### config.mk
export PLATFORM = sky130hd
export DESIGN_NAME = accum_stack
export DESIGN_NICKNAME = d
export VERILOG_FILES = /design/src/rtl/accum_stack.sv
export SDC_FILE = /design/constraint.sdc
export NUM_CORES = 1
export LEC_CHECK = 0
export CORE_MARGIN = 5
export CORE_UTILIZATION = 46
export DETAILED_ROUTE_END_ITERATION = 8
export PLACE_DENSITY = 0.76
export SLEW_MARGIN = 40
export SYNTH_ARGS = -nofsm -noshare
export SYNTH_HDL_FRONTEND = slang
export SYNTH_SLANG_ARGS = --single-unit
### constraint.sdc
create_clock -name clk -period 2.5 [get_ports clk]
set_clock_uncertainty 0.1 [all_clocks]
set_input_delay 0.5 -clock clk [delete_from_list [all_inputs] [get_ports clk]]
set_output_delay 0.5 -clock clk [all_outputs]
set_load 0.02 [all_outputs]
### src/rtl/accum_stack.sv
// Accumulator with a DEPTH-entry save/restore LIFO, status flags and a sticky stack-error flag.
// Push, pop and exchange are all single-cycle. Stack storage is not reset; only the occupancy count is.
module accum_stack #(
    parameter int WIDTH    = 8,
    parameter int IMM_W    = 4,
    parameter int DEPTH    = 4,
    parameter int SEXT_IMM = 0,
    parameter int CNT_W    = $clog2(DEPTH + 1)
) (
    input  logic             clk,
    input  logic             CLB,
    input  logic             loadAcc,
    input  logic [1:0]       sel_acc,
    input  logic [WIDTH-1:0] alu_in,
    input  logic [WIDTH-1:0] reg_in,
    input  logic [IMM_W-1:0] imm,
    input  logic             push,
    input  logic             pop,
    input  logic             clr_err,
    output logic [WIDTH-1:0] dout,
    output logic             zero,
    output logic             neg,
    output logic             full,
    output logic             empty,
    output logic [CNT_W-1:0] count,
    output logic             err
);

    localparam int IDX_W = (DEPTH > 1) ? $clog2(DEPTH) : 1;

    logic [WIDTH-1:0] acc;
    logic [WIDTH-1:0] stack [DEPTH];
    logic [WIDTH-1:0] imm_ext;
    logic [WIDTH-1:0] src;
    logic [IDX_W-1:0] top_idx;
    logic [IDX_W-1:0] wr_idx;
    logic             do_push;
    logic             do_xchg;
    logic             err_set;

    // Fill with the sign bit (or zeros) first, then overlay the raw field.
    always_comb begin
        imm_ext = ((SEXT_IMM != 0) && imm[IMM_W-1]) ? '1 : '0;
        imm_ext[IMM_W-1:0] = imm;
    end

    always_comb begin
        unique case (sel_acc)
            2'b00:   src = alu_in;
            2'b01:   src = '0;
            2'b10:   src = reg_in;
            default: src = imm_ext;
        endcase
    end

    assign full    = (count == CNT_W'(DEPTH));
    assign empty   = (count == '0);
    assign top_idx = IDX_W'(count - CNT_W'(1));
    assign wr_idx  = IDX_W'(count);
    assign do_push = push && !pop && !full;
    assign do_xchg = push && pop && !empty;
    assign err_set = (push && !pop && full) || (pop && empty);

    always_ff @(posedge clk or negedge CLB) begin
        if (!CLB) begin
            acc   <= '0;
            count <= '0;
            err   <= 1'b0;
        end else begin
            if (err_set)
                err <= 1'b1;
            else if (clr_err)
                err <= 1'b0;

            // A pending pop/exchange owns Acc; loadAcc only matters on idle or push cycles.
            unique case ({push, pop})
                2'b00: if (loadAcc) acc <= src;
                2'b10: begin
                    if (!full) count <= count + CNT_W'(1);
                    if (loadAcc) acc <= src;
                end
                2'b01: if (!empty) begin
                    acc   <= stack[top_idx];
                    count <= count - CNT_W'(1);
                end
                default: if (!empty) acc <= stack[top_idx];
            endcase
        end
    end

    always_ff @(posedge clk) begin
        if (CLB) begin
            if (do_push)
                stack[wr_idx] <= acc;
            else if (do_xchg)
                stack[top_idx] <= acc;
        end
    end

    assign dout = acc;
    assign zero = (acc == '0);
    assign neg  = acc[WIDTH-1];

endmodule

## Word level (Yosys, flattened, before mapping)

Memories as Yosys holds them, arrays and structs flattened.
Cells that the tools add are included.

- Bits in registers: 12
- RAM bits: 32
- Input bits: 28
- Output and inout bits: 16
- Logic and storage cells: 54
- Memories kept: 1

- $add $sub $neg: 2
- Equality and inequality tests: 9
- Mux-type cells: 19
- Reductions and logical operators: 20

Memories:

| memory | words | width | read ports | clocked after memory_dff | wr ports | RTL line | source |
|---|---|---|---|---|---|---|---|
| stack | 4 | 8 | 1 | 0 | 1 | 32 | `logic [WIDTH-1:0] stack [DEPTH];` |

Operator list:

| operator | count |
|---|---|
| 8-bit 2-to-1 mux | 4 |
| 8-bit case mux with 3 select lines | 1 |
| 1-bit 2-to-1 mux | 10 |
| 8-bit logical NOT | 1 |
| 8-bit OR reduction | 1 |
| 1-bit logical AND | 6 |
| 3-bit 2-to-1 mux | 2 |
| 2-bit inequality test (second input constant) | 3 |
| 3-bit case mux with 2 select lines | 1 |
| 2-bit by 1-bit == test with 1-bit output (second input constant) | 2 |
| 2-bit == test (second input constant) | 2 |
| 2-bit logical NOT | 2 |
| 2-bit nonzero test | 2 |
| 3-bit by 1-bit adder with 3-bit output (second input constant) | 1 |
| 3-bit == test (second input constant) | 1 |
| 1-bit logical NOT | 3 |
| 3-bit logical NOT | 1 |
| 3-bit AND reduction | 1 |
| 3-bit by 1-bit subtractor with 3-bit output (second input constant) | 1 |
| 2-bit 2-to-1 mux | 1 |
| 2-bit by 1-bit inequality test with 1-bit output (second input constant) | 1 |
| 2-bit AND reduction | 1 |
| 2-bit OR reduction | 1 |
| 1-bit logical OR | 1 |

## Depth between registers and ports, before layout

- Depth in word-level cells: 9
- Gate-level depth with buffers: 8
- Gate-level depth less buffers: 6

## Worst setup path after synthesis

OpenSTA, ideal clock, no wires.

- Path kind: register -> register
- Start: register count[0]
- End: memory stack[3][0], enable pin
- Library setup time: 370 ps
- Data arrival time: 2281 ps
- Required time: 2030 ps
- Slack: -252 ps
- Stages on the path, launching flop included: 9
- Buffers on the path: 2
- Period minus slack after synthesis: 2752 ps
- Cell sequence: dfrtp_1 buf_6 inv_1 ha_1 nor2b_1 buf_4 nor3b_4 mux2_4 nor2_1

- Cells in the longest elaborated chain, start to end: 9
- Elaborated cells between the ends (all ways): 17
- Those cells by class: add/sub: 1; eq/ne: 1; mux: 9; reduce/logical: 6

RTL lines:

| element | RTL line | source |
|---|---|---|
| start, declared | 25 | `output logic [CNT_W-1:0] count,` |
| start signal, assigned | 79 | `if (!full) count <= count + CNT_W'(1);` |
| start signal, assigned | 84 | `count <= count - CNT_W'(1);` |
| 3-bit logical NOT * | 57 | `assign empty = (count == '0);` |
| net empty | 24 | `output logic empty,` |
| 1-bit logical NOT * | n/a |  |
| 1-bit logical AND * | 61 | `assign do_xchg = push && pop && !empty;` |
| 1-bit 2-to-1 mux * | 95 | `else if (do_xchg)` |
| 1-bit 2-to-1 mux * | 93 | `if (do_push)` |
| 1-bit 2-to-1 mux * | 92 | `if (CLB) begin` |
| 1-bit 2-to-1 mux (not written as such) * | 96 | `stack[top_idx] <= acc;` |
| 8-bit OR reduction (no line) | n/a |  |
| 2-bit 2-to-1 mux (no line) / 1-bit 2-to-1 mux (equally long branches) | n/a |  |
| end, declared | 32 |  |

Mark *: on every way through the listed nets, which the timed path passes. The rest lies on a longest branch.

## Worst setup path after layout

- Start: register acc[1], in the netlist dout[1]
- End: output zero

- Cells in the longest elaborated chain, start to end: 1

RTL lines:

| element | RTL line | source |
|---|---|---|
| start, declared | 31 | `logic [WIDTH-1:0] acc;` |
| start signal, assigned | 77 | `2'b00: if (loadAcc) acc <= src;` |
| start signal, assigned | 80 | `if (loadAcc) acc <= src;` |
| start signal, assigned | 83 | `acc <= stack[top_idx];` |
| 8-bit logical NOT | 101 | `assign zero = (acc == '0);` |
| end, declared | 21 | `output logic zero,` |

No other way between the ends.

==> run summary <==
================================================================================
Outcome                                                             complete, no violations
Number of fill cells                                                         329
Terminus of the critical flop-to-flop path                           stack[1][3]
Final critical-path share of the clock period                              93.8%
Placed cell areas                                                     2730 sq um
R2r setup slk                                                            0.17 ns
DRT Pass-1 Iters                                                               4
Area share of the largest cell type after synthesis                        45.4%
Placed Cells                                                                 264
Inserted Diodes                                                                0
Worst setup path class                                              flop to primary output
Full die area                                                         6060 sq um
Fraction of final layout cells sized beyond drive strength 1               21.8%
Pin count of the biggest net entering global routing                          14
Clock latency on the worst-skew pair                                     0.30 ns
Category of the worst setup path capture point                      primary output
Clk slew on worst S/H paths                                              0.08 ns
Commonest non-fill, non-tap cell in the layout                      clkdlybuf4s50_1
Start of the worst register-to-register path                            count[0]
Initial Utilization                                                        48.0%
Std cell rows                                                                 24
Synth warn                                                                     0
Number of nets in the finished design                                        250
Maximum vdd ir drop                                                       536 uV
DR vias/cell                                                                5.84
Via count                                                                   1589
Clock sink count                                                              44
Placeable Area                                                        4410 sq um
Pre-CTS WS                                                             -0.156 ns
Setup ws final                                                          0.155 ns
Io pins                                                                       44
Cts bufs inserted                                                              5
Total routed wirelength                                                  5270 um
Type of origin of the critical path                                         flop
Netlist area before placement                                         2120 sq um
Crit path required time                                                  1.90 ns
Final cell count without fillers                                             272
Data arrival time of the critical path                                   1.75 ns
TritonCTS clock tree                                                       built
Actual slew at the worst max-slew pin                                   0.712 ns
Min Tclk post-route                                                      2.35 ns
WL/cell                                                                  19.4 um
Average footprint of a synthesized cell                               13.4 sq um
Crit path max-delay family                                          simple AND/OR/NAND/NOR gates
Die Span X                                                               77.8 um
Sum of overflow across all layers after global routing                         0
Flops & latches, synth                                                        44
Cells after Synth                                                            158
Buffering stage count on the worst path with inverters included                1
Max_slew headroom                                                          52.3%
Half-perimeter wire length after placement                               3860 um
Clock buffer depth                                                             2
Number of levels the H-tree was split into                                     2
Nets in the synthesized netlist                                              189
Drt initial violations                                                       100
Global placer's final weighted congestion                                  0.847
Power density of the placed cells                                   1070 nW/um^2
Worst-path cell chain                                               or4_1 > nor2_1 > dlygate4sd2_1
Max stage delay cell, worst path                                           or4_1
Dominant cell type by area after synthesis                              edfxtp_1
Worst hold path type                                                input pin to asynchronous set/reset pin
Highest achievable clock rate                                          0.426 GHz
Total routing usage reported by global routing                             17.9%
Largest fanout on the critical path                                            7
Number of DRC violations after detailed routing                                0
Seq/Total Area, Yosys                                                      59.6%
CTS root buf                                                            clkbuf_8
Worst Hold Margin                                                       0.433 ns
Final setup violation count                                                    0
Cell types with the largest area share after synthesis              edfxtp_1 45%, dfrtp_1 14%, mux4_2 6.4%, o21ai_0 3.3%, mux4_1 2.5%
Via count of the first global-routing pass                                  1648
Number of unique standard cell types used by synthesis                        37
Leakage power of the design                                              1.05 nW
Number of antenna violations at the first check in global routing              0
Number of endpoints with negative hold slack in the final report               0
Antenna viol nets, final                                                       0
Post-CTS sizing                                                                2
Layout Area Growth over Synthesis                                          33.2%
CTS Hold Bufs                                                                  0
Vertical die dimension                                                   77.8 um
Total of buffers placed on input and output ports                             43
Number of pins exceeding their max-slew limit in the final report              0
Area of all placed cells without fillers                              2820 sq um
Final core utilization                                                     63.9%
First-pass GRT wire length                                               8240 um
R2R cell count                                                                 7
Post-CTS setup-driven buffer insertion count                                   0
Max-cap violation count                                                        0
Most frequent cells in the layout                                   41 x clkdlybuf4s50_1, 32 x edfxtp_1, 21 x buf_4
Delay contributed by the slowest stage of the critical path              0.55 ns
Setup repair after global routing missed its margin                        false
================================================================================
-- power by group --
part	total, mW	switching, mW	internal (mW)
logic	1.40	0.708	0.696
clock network	0.462	0.241	0.221
registers	1.14	0.121	1.02
-- synthesized netlist by cell type, drive strengths merged --
library cell	number
nand2b	4
mux2i	5
nor2	13
mux2	5
and2	2
a31o	1
ha	3
o22ai	1
edfxtp	32
xnor2	1
and3	1
a22oi	4
a21o	1
mux4	8
nor3b	1
dfrtp	12
a21oi	8
inv	4
a31oi	4
a2111oi	1
clkbuf	2
o21ai	19
or4	2
nor4bb	1
buf	8
nand2	8
o221a	1
nor3	4
nand3b	1
nor2b	1
-- layout make-up --
type / instances / area [sq um] / share of cell area [%]
Sequential cell: 44 / 1260 / 44.8
Multi-Input combinational cell: 100 / 798 / 28.3
Timing Repair Buffer: 64 / 586 / 20.8
Clock buffer: 6 / 82.6 / 2.93
Tap cell: 52 / 65.1 / 2.31
Inverter: 4 / 15.0 / 0.533
Clock inverter: 2 / 10.0 / 0.355
-- logic make-up (layout without fill, tap and decap cells) --
family	count (synthesis)	in the layout	synth area share [%]
adder cells (fa/ha/maj)	3	3	1.77
AND/OR/NAND/NOR	38	38	9.46
buffers and inverters	14	76	3.55
AO/OA/AOI/OAI	40	40	11.2
multiplexers	18	18	14.1
XOR/XNOR	1	1	0.414
flip-flops	44	44	59.6
-- through the flow --
stage                     total power, mW  setup TNS (ns)
after floorplan                      1.97               0
after global routing                 3.17               0
after global placement               2.52          -0.754
after CTS                            3.03               0
after detailed placement             2.57           -3.15
final                                3.00               0
-- how the worst max path moves through the flow --
stage	from	end	cells past startpoint
after floorplan	count[0]	stack[1][0]	8
after global placement	pop	stack[0][7]	5
after detailed placement	pop	stack[0][7]	5
after CTS	count[0]	stack[0][2]	7
after global routing	count[0]	stack[1][3]	7
final	dout[1]	zero	3
-- worst reg2reg max path, cell delays in order, from the launching register on --
cell,delay (ns)
dfrtp_2,0.36
inv_1,0.05
ha_1,0.21
nor2b_1,0.14
buf_4,0.18
nor3b_4,0.21
mux2i_1,0.14
nor2_1,0.58
-- sequential cells by signal, summed over array words and instances, names as in the netlist --
register / count
stack: 32
err: 1
dout: 8
count: 3
-- per-layer routing --
layer  wire (um)  up-vias  global-route usage (%)
met2        2720       69                    30.4
met3         439       13                    5.79
li1            -      722                       -
met1        1990      785                    20.8
met4         108        0                    7.22
met5           0        -                       0
Note: power is estimated with default switching activity, not from simulation.
